[config.mk]
export PLATFORM = sky130hd
export DESIGN_NAME = bus_txn_sched
export DESIGN_NICKNAME = d
export VERILOG_FILES = /design/src/rtl/bus_txn_sched.sv
export SDC_FILE = /design/constraint.sdc
export NUM_CORES = 1
export LEC_CHECK = 0
export ABC_AREA = 1
export CAP_MARGIN = 20
export CORE_AREA = 2 2 157 159
export CTS_BUF_LIST = sky130_fd_sc_hd__clkbuf_16
export DETAILED_ROUTE_END_ITERATION = 12
export DIE_AREA = 0 0 159 161
export PLACE_DENSITY = 0.67
export SYNTH_ARGS = -nofsm -noshare
export SYNTH_HDL_FRONTEND = slang
export SYNTH_SLANG_ARGS = --single-unit
[constraint.sdc]
create_clock -name clk -period 2.2 [get_ports clk]
set_clock_uncertainty 0.2 [all_clocks]
set_input_delay 0.33 -clock clk [delete_from_list [all_inputs] [get_ports clk]]
set_output_delay 0.33 -clock clk [all_outputs]
set_load 0.05 [all_outputs]
[src/rtl/bus_txn_sched.sv]
// Three-way bus scheduler (cpu/gpu/dbu) onto one memory-mapped slave, with gpu anti-starvation.
// Define BUS_TIMEOUT_EN to abort a stuck WAIT after TIMEOUT cycles.
module bus_txn_sched #(
    parameter int STARVE_LIMIT = 4,
    parameter int TIMEOUT      = 1024
) (
    input  logic        clk,
    input  logic        rst_n,
    input  logic        cpu_req,
    input  logic        gpu_req,
    input  logic        dbu_req,
    input  logic [31:0] cpu_a,
    input  logic [31:0] gpu_a,
    input  logic [31:0] dbu_a,
    input  logic [31:0] cpu_d,
    input  logic [31:0] gpu_d,
    input  logic [31:0] dbu_d,
    input  logic        cpu_we,
    input  logic        gpu_we,
    input  logic        dbu_we,
    output logic [31:0] cpu_spo,
    output logic [31:0] gpu_spo,
    output logic [31:0] dbu_spo,
    output logic        cpu_done,
    output logic        gpu_done,
    output logic        dbu_done,
    output logic [31:0] a,
    output logic [31:0] d,
    output logic        we,
    output logic        rd,
    input  logic [31:0] spo,
    input  logic        ready,
    output logic [1:0]  bus_owner,
    output logic        timeout_err
);
    localparam int SW = $clog2(STARVE_LIMIT + 1);
    localparam logic [SW-1:0] SLIM = SW'(STARVE_LIMIT);

    typedef enum logic [1:0] {IDLE, ISSUE, WAIT, DONE} state_t;
    typedef struct packed {
        logic [31:0] a;
        logic [31:0] d;
        logic        we;
    } req_t;

    state_t           state, state_nxt;
    req_t [2:0]       port_req;
    req_t             sel;
    logic [1:0]       win;
    logic             wr_flag;
    logic [SW-1:0]    starve;
    logic [2:0]       done_r;
    logic [2:0][31:0] spo_r;
    logic             tmo;

    // Port index 0/1/2 = cpu/gpu/dbu; bus_owner code is index+1.
    assign port_req[0] = {cpu_a, cpu_d, cpu_we};
    assign port_req[1] = {gpu_a, gpu_d, gpu_we};
    assign port_req[2] = {dbu_a, dbu_d, dbu_we};

    assign {dbu_done, gpu_done, cpu_done} = done_r;
    assign cpu_spo = spo_r[0];
    assign gpu_spo = spo_r[1];
    assign dbu_spo = spo_r[2];

    always_comb begin
        win = 2'd0;
        if (gpu_req && starve == SLIM) win = 2'd2;
        else if (dbu_req)              win = 2'd3;
        else if (cpu_req)              win = 2'd1;
        else if (gpu_req)              win = 2'd2;
        case (win)
            2'd1:    sel = port_req[0];
            2'd2:    sel = port_req[1];
            2'd3:    sel = port_req[2];
            default: sel = '0;
        endcase
    end

    always_ff @(posedge clk) begin
        if (!rst_n) state <= IDLE;
        else        state <= state_nxt;
    end

    always_comb begin
        state_nxt = state;
        case (state)
            IDLE:    if (win != 2'd0) state_nxt = ISSUE;
            ISSUE:   state_nxt = WAIT;
            WAIT:    if (ready || tmo) state_nxt = DONE;
            DONE:    state_nxt = IDLE;
            default: state_nxt = IDLE;
        endcase
    end

`ifdef BUS_TIMEOUT_EN
    localparam int TW = (TIMEOUT > 1) ? $clog2(TIMEOUT) : 1;
    logic [TW-1:0] tcnt;

    assign tmo = (state == WAIT) && !ready && (tcnt == TW'(TIMEOUT - 1));

    always_ff @(posedge clk) begin
        if (!rst_n) begin
            tcnt        <= '0;
            timeout_err <= 1'b0;
        end else begin
            timeout_err <= tmo;
            if (state == WAIT) tcnt <= tcnt + TW'(1);
            else               tcnt <= '0;
        end
    end
`else
    assign tmo         = 1'b0;
    assign timeout_err = 1'b0;
`endif

    always_ff @(posedge clk) begin
        if (!rst_n) begin
            a         <= '0;
            d         <= '0;
            we        <= 1'b0;
            rd        <= 1'b0;
            wr_flag   <= 1'b0;
            bus_owner <= 2'd0;
            starve    <= '0;
            done_r    <= '0;
            spo_r     <= '0;
        end else begin
            we     <= 1'b0;
            rd     <= 1'b0;
            done_r <= '0;
            case (state)
                IDLE: if (win != 2'd0) begin
                    a         <= sel.a;
                    d         <= sel.d;
                    wr_flag   <= sel.we;
                    we        <= sel.we;
                    rd        <= !sel.we;
                    bus_owner <= win;
                end
                WAIT: if (ready || tmo) begin
                    for (int i = 0; i < 3; i++) begin
                        if (bus_owner == 2'(i + 1)) begin
                            done_r[i] <= 1'b1;
                            // ready wins over a coincident timeout
                            if (!ready)        spo_r[i] <= 32'hDEADBEEF;
                            else if (!wr_flag) spo_r[i] <= spo;
                        end
                    end
                end
                DONE: begin
                    bus_owner <= 2'd0;
                    if (bus_owner == 2'd2)             starve <= '0;
                    else if (gpu_req && starve != SLIM) starve <= starve + SW'(1);
                end
                default: ;
            endcase
        end
    end
endmodule

==> qor.txt, run 1 <==
Max VDD drop = 545 uV
Post-Route WL = 31.2 mm
Clock Pin Slew Worst Setup and Hold Paths = 0.07 ns
Hold-fix buffers, CTS = 0
Setup CP Type = reg -> out
CP max-delay cell = clkdlybuf4s50_1
Period utilization = 97.7%
Final Cell Area = 0.0132 mm2
DIE WIDTH = 159 um
Clock tree from TritonCTS = done
Buf+Inv Stages, Crit Path = 1
H-tree Lvls = 4
Drc violations = 0
Clk_lat worst skew = 0.43 ns
Max-cap viol count = 0
TritonCTS buffer count = 17
Clk buf depth = 2
CP Capture Type = output port
Synth Register Bits = 173
Core area = 0.0240 mm2
Fmax = 465 MHz
Final slew viol count = 0
DRT Pass-1 Iters = 5
Min-delay worst type = in -> reg
Dpl ws = 0.0201 ns
Fraction of registers with async set/reset = 0%
Worst reg2reg path startpoint = state[0]
Layout cells sized above 1 = 5.20%
Initial DRC count = 749
Synth warnings = 0
Fin nets = 1880
P per Cell Area = 1020 mW/mm2
Syn nets = 1507
CP cell instances = clkdlybuf4s50_1
Min cycle time layout = 2.15 ns
Arrival time at the worst endpoint = 1.62 ns
DIE AREA = 0.0256 mm2
Setup violations, final = 0
Relative slew margins = 59.6%
Placed inst area = 0.0125 mm2
Fillers = 2350
CP Depth = 1
Hold Path End = bus_owner[1]
Post-synth EDFFs = 0
Final hold violations = 0
Count leader, synth = nor2_1
Vias per inst = 4.61
Cells after synthesis = 1268
Top cells by area, synth = dfxtp_1 (43%), nor2_1 (22%), nand3_1 (8.8%)
Syn_area_per_cell = 6.34 um2
R2R setup slack = 0.27 ns
GRT overflow = 0
GP Congestion = 0.886
Initial core utilization = 33.6%
Leak pwr = 6.31 nW
Pin count of the biggest net entering global routing = 102
Share of the synthesized area in the top cell type = 43.1%
Hold depth = 3
Antenna violations before repair = 6
Worst hold path startpoint = rst_n
Pwr Total = 13.4 mW
Vias in the first global route = 8708
Via count = 9145
Clk sinks = 173
Outcome = finished, final reports clean
Leading area contributor after synthesis = dfxtp_1
Post-synth top cells = nor2_1 (463), dfxtp_1 (173), inv_1 (146), nand2_1 (146), nand3_1 (142)
Ys flop type = dfxtp_1
WP data required = 1.67 ns
Port Buffer Count = 399
Sequential cell area fraction in the yosys report = 43.1%
FF-to-FF End = cpu_spo[0]
Post-DR wirelength/cell = 15.7 um
Final WS setup = 0.0499 ns
Area Growth Syn to Fin = 63.8%
Crit path max fanout = 2
Root buffer cell = clkbuf_16
Height of the die = 161 um
Slew @ Worst Pin = 0.609 ns
Worst Reg-to-Reg Cells = 10
Crit path max-delay family = buffers and inverters
Yosys cell types = 21
Mapped Area = 0.00804 mm2
Row count = 57
Detailed Place HPWL = 22.5 mm
# IOs = 401
Setup crit start kind = register
Crit-path max cell delay = 0.86 ns
GRT Total Usage = 23.5%
Global-route wire length before repair = 48.0 mm
Antenna viol nets, final = 0
[report_power, final]
part / switching [mW] / internal (mW) / total [mW]
sequential: 0.312 / 3.70 / 4.02
clock: 1.55 / 1.55 / 3.10
combinational: 4.02 / 2.25 / 6.27
[stage by stage]
stage / instances / setup TNS [ns] / hold slack, ns / util, %
6_report: 1982 / 0 / 0.210 / 55.0
5_1_grt: 1982 / -0.00391 / 0.242 / 55.0
3_5_place_dp: 1946 / 0 / 0.291 / 52.3
3_3_place_gp: 1946 / 0 / 0.279 / 52.3
2_1_floorplan: 1268 / 0 / 0.248 / -
4_1_cts: 1978 / 0 / 0.210 / 54.8
[worst max-delay path by stage]
| stage | startpoint | to | slack, ns |
|---|---|---|---|
| 3_5_place_dp | ready | cpu_spo[25] | 0.02 |
| 6_report | a[11] | a[11] | 0.05 |
| 5_1_grt | gpu_spo[29] | gpu_spo[29] | -0.004 |
| 4_1_cts | d[31] | d[31] | 0.008 |
| 3_3_place_gp | ready | cpu_spo[0] | 0.05 |
| 2_1_floorplan | bus_owner[1] | gpu_spo[10] | 0.31 |
[cell families after synthesis]
logic type	count (synthesis)	synth area share, %
fa+ha+maj	6	0.933
compound gates	106	6.64
other cells	1	0.0466
flops	173	43.1
buf+inv	227	11.7
simple gates	755	37.6
[cell usage in the layout (no fill, tap or decap), drive strengths merged, types with 6 or more instances in the layout]
| cell type | count |
|---|---|
| dlymetal6s2s | 12 |
| nand2 | 147 |
| nand3 | 143 |
| nor2 | 464 |
| clkbuf | 17 |
| clkinv | 9 |
| a21oi | 6 |
| inv | 155 |
| clkdlybuf4s50 | 375 |
| ha | 6 |
| dfxtp | 173 |
| buf | 42 |
| o21ai | 100 |
[registers in the layout, summed over array words and instances (netlist names)]
| signal | flops |
|---|---|
| dbu_spo | 32 |
| starve | 3 |
| state | 2 |
| rd | 1 |
| a | 32 |
| gpu_spo | 32 |
| we | 1 |
| bus_owner | 2 |
| d | 32 |
| done_r | 3 |
| wr_flag | 1 |
| cpu_spo | 32 |
[final cells by class]
type | count | area, um2 | share of cell area, %
inverters | 149 | 559 | 4.25
clock buffers | 17 | 425 | 3.23
clock inverters | 15 | 188 | 1.42
multi-input cells | 868 | 3670 | 27.8
diodes | 4 | 10.0 | 0.0760
well taps | 324 | 405 | 3.08
repair buffers | 432 | 4460 | 33.8
flip-flops and latches | 173 | 3460 | 26.3
[what timing repair did]
item	CTS	global route
endpoints found under the setup margin	3	12
gates resized for setup	3	12
buffers inserted	0	0
[routing by layer]
| metal | track usage, % | part of all wire [%] | vias to the layer above |
|---|---|---|---|
| met2 | 39.8 | 48 | 398 |
| li1 | - | - | 4612 |
| met5 | 0 | 0.042 | - |
| met3 | 8.22 | 8.7 | 34 |
| met1 | 28.0 | 41 | 4099 |
| met4 | 7.77 | 2.0 | 2 |
Power figures use the tool's default switching activity.
==> run 2, diff against run 1 <==
--- a/config.mk
+++ b/config.mk
@@ -12,6 +12,7 @@
 export DETAILED_ROUTE_END_ITERATION = 12
 export DIE_AREA = 0 0 159 161
 export PLACE_DENSITY = 0.67
+export SLEW_MARGIN = 0
 export SYNTH_ARGS = -nofsm -noshare
 export SYNTH_HDL_FRONTEND = slang
 export SYNTH_SLANG_ARGS = --single-unit
==> results of run 2 <==
Final layout, timing and power as in run 1 (identical DEF).
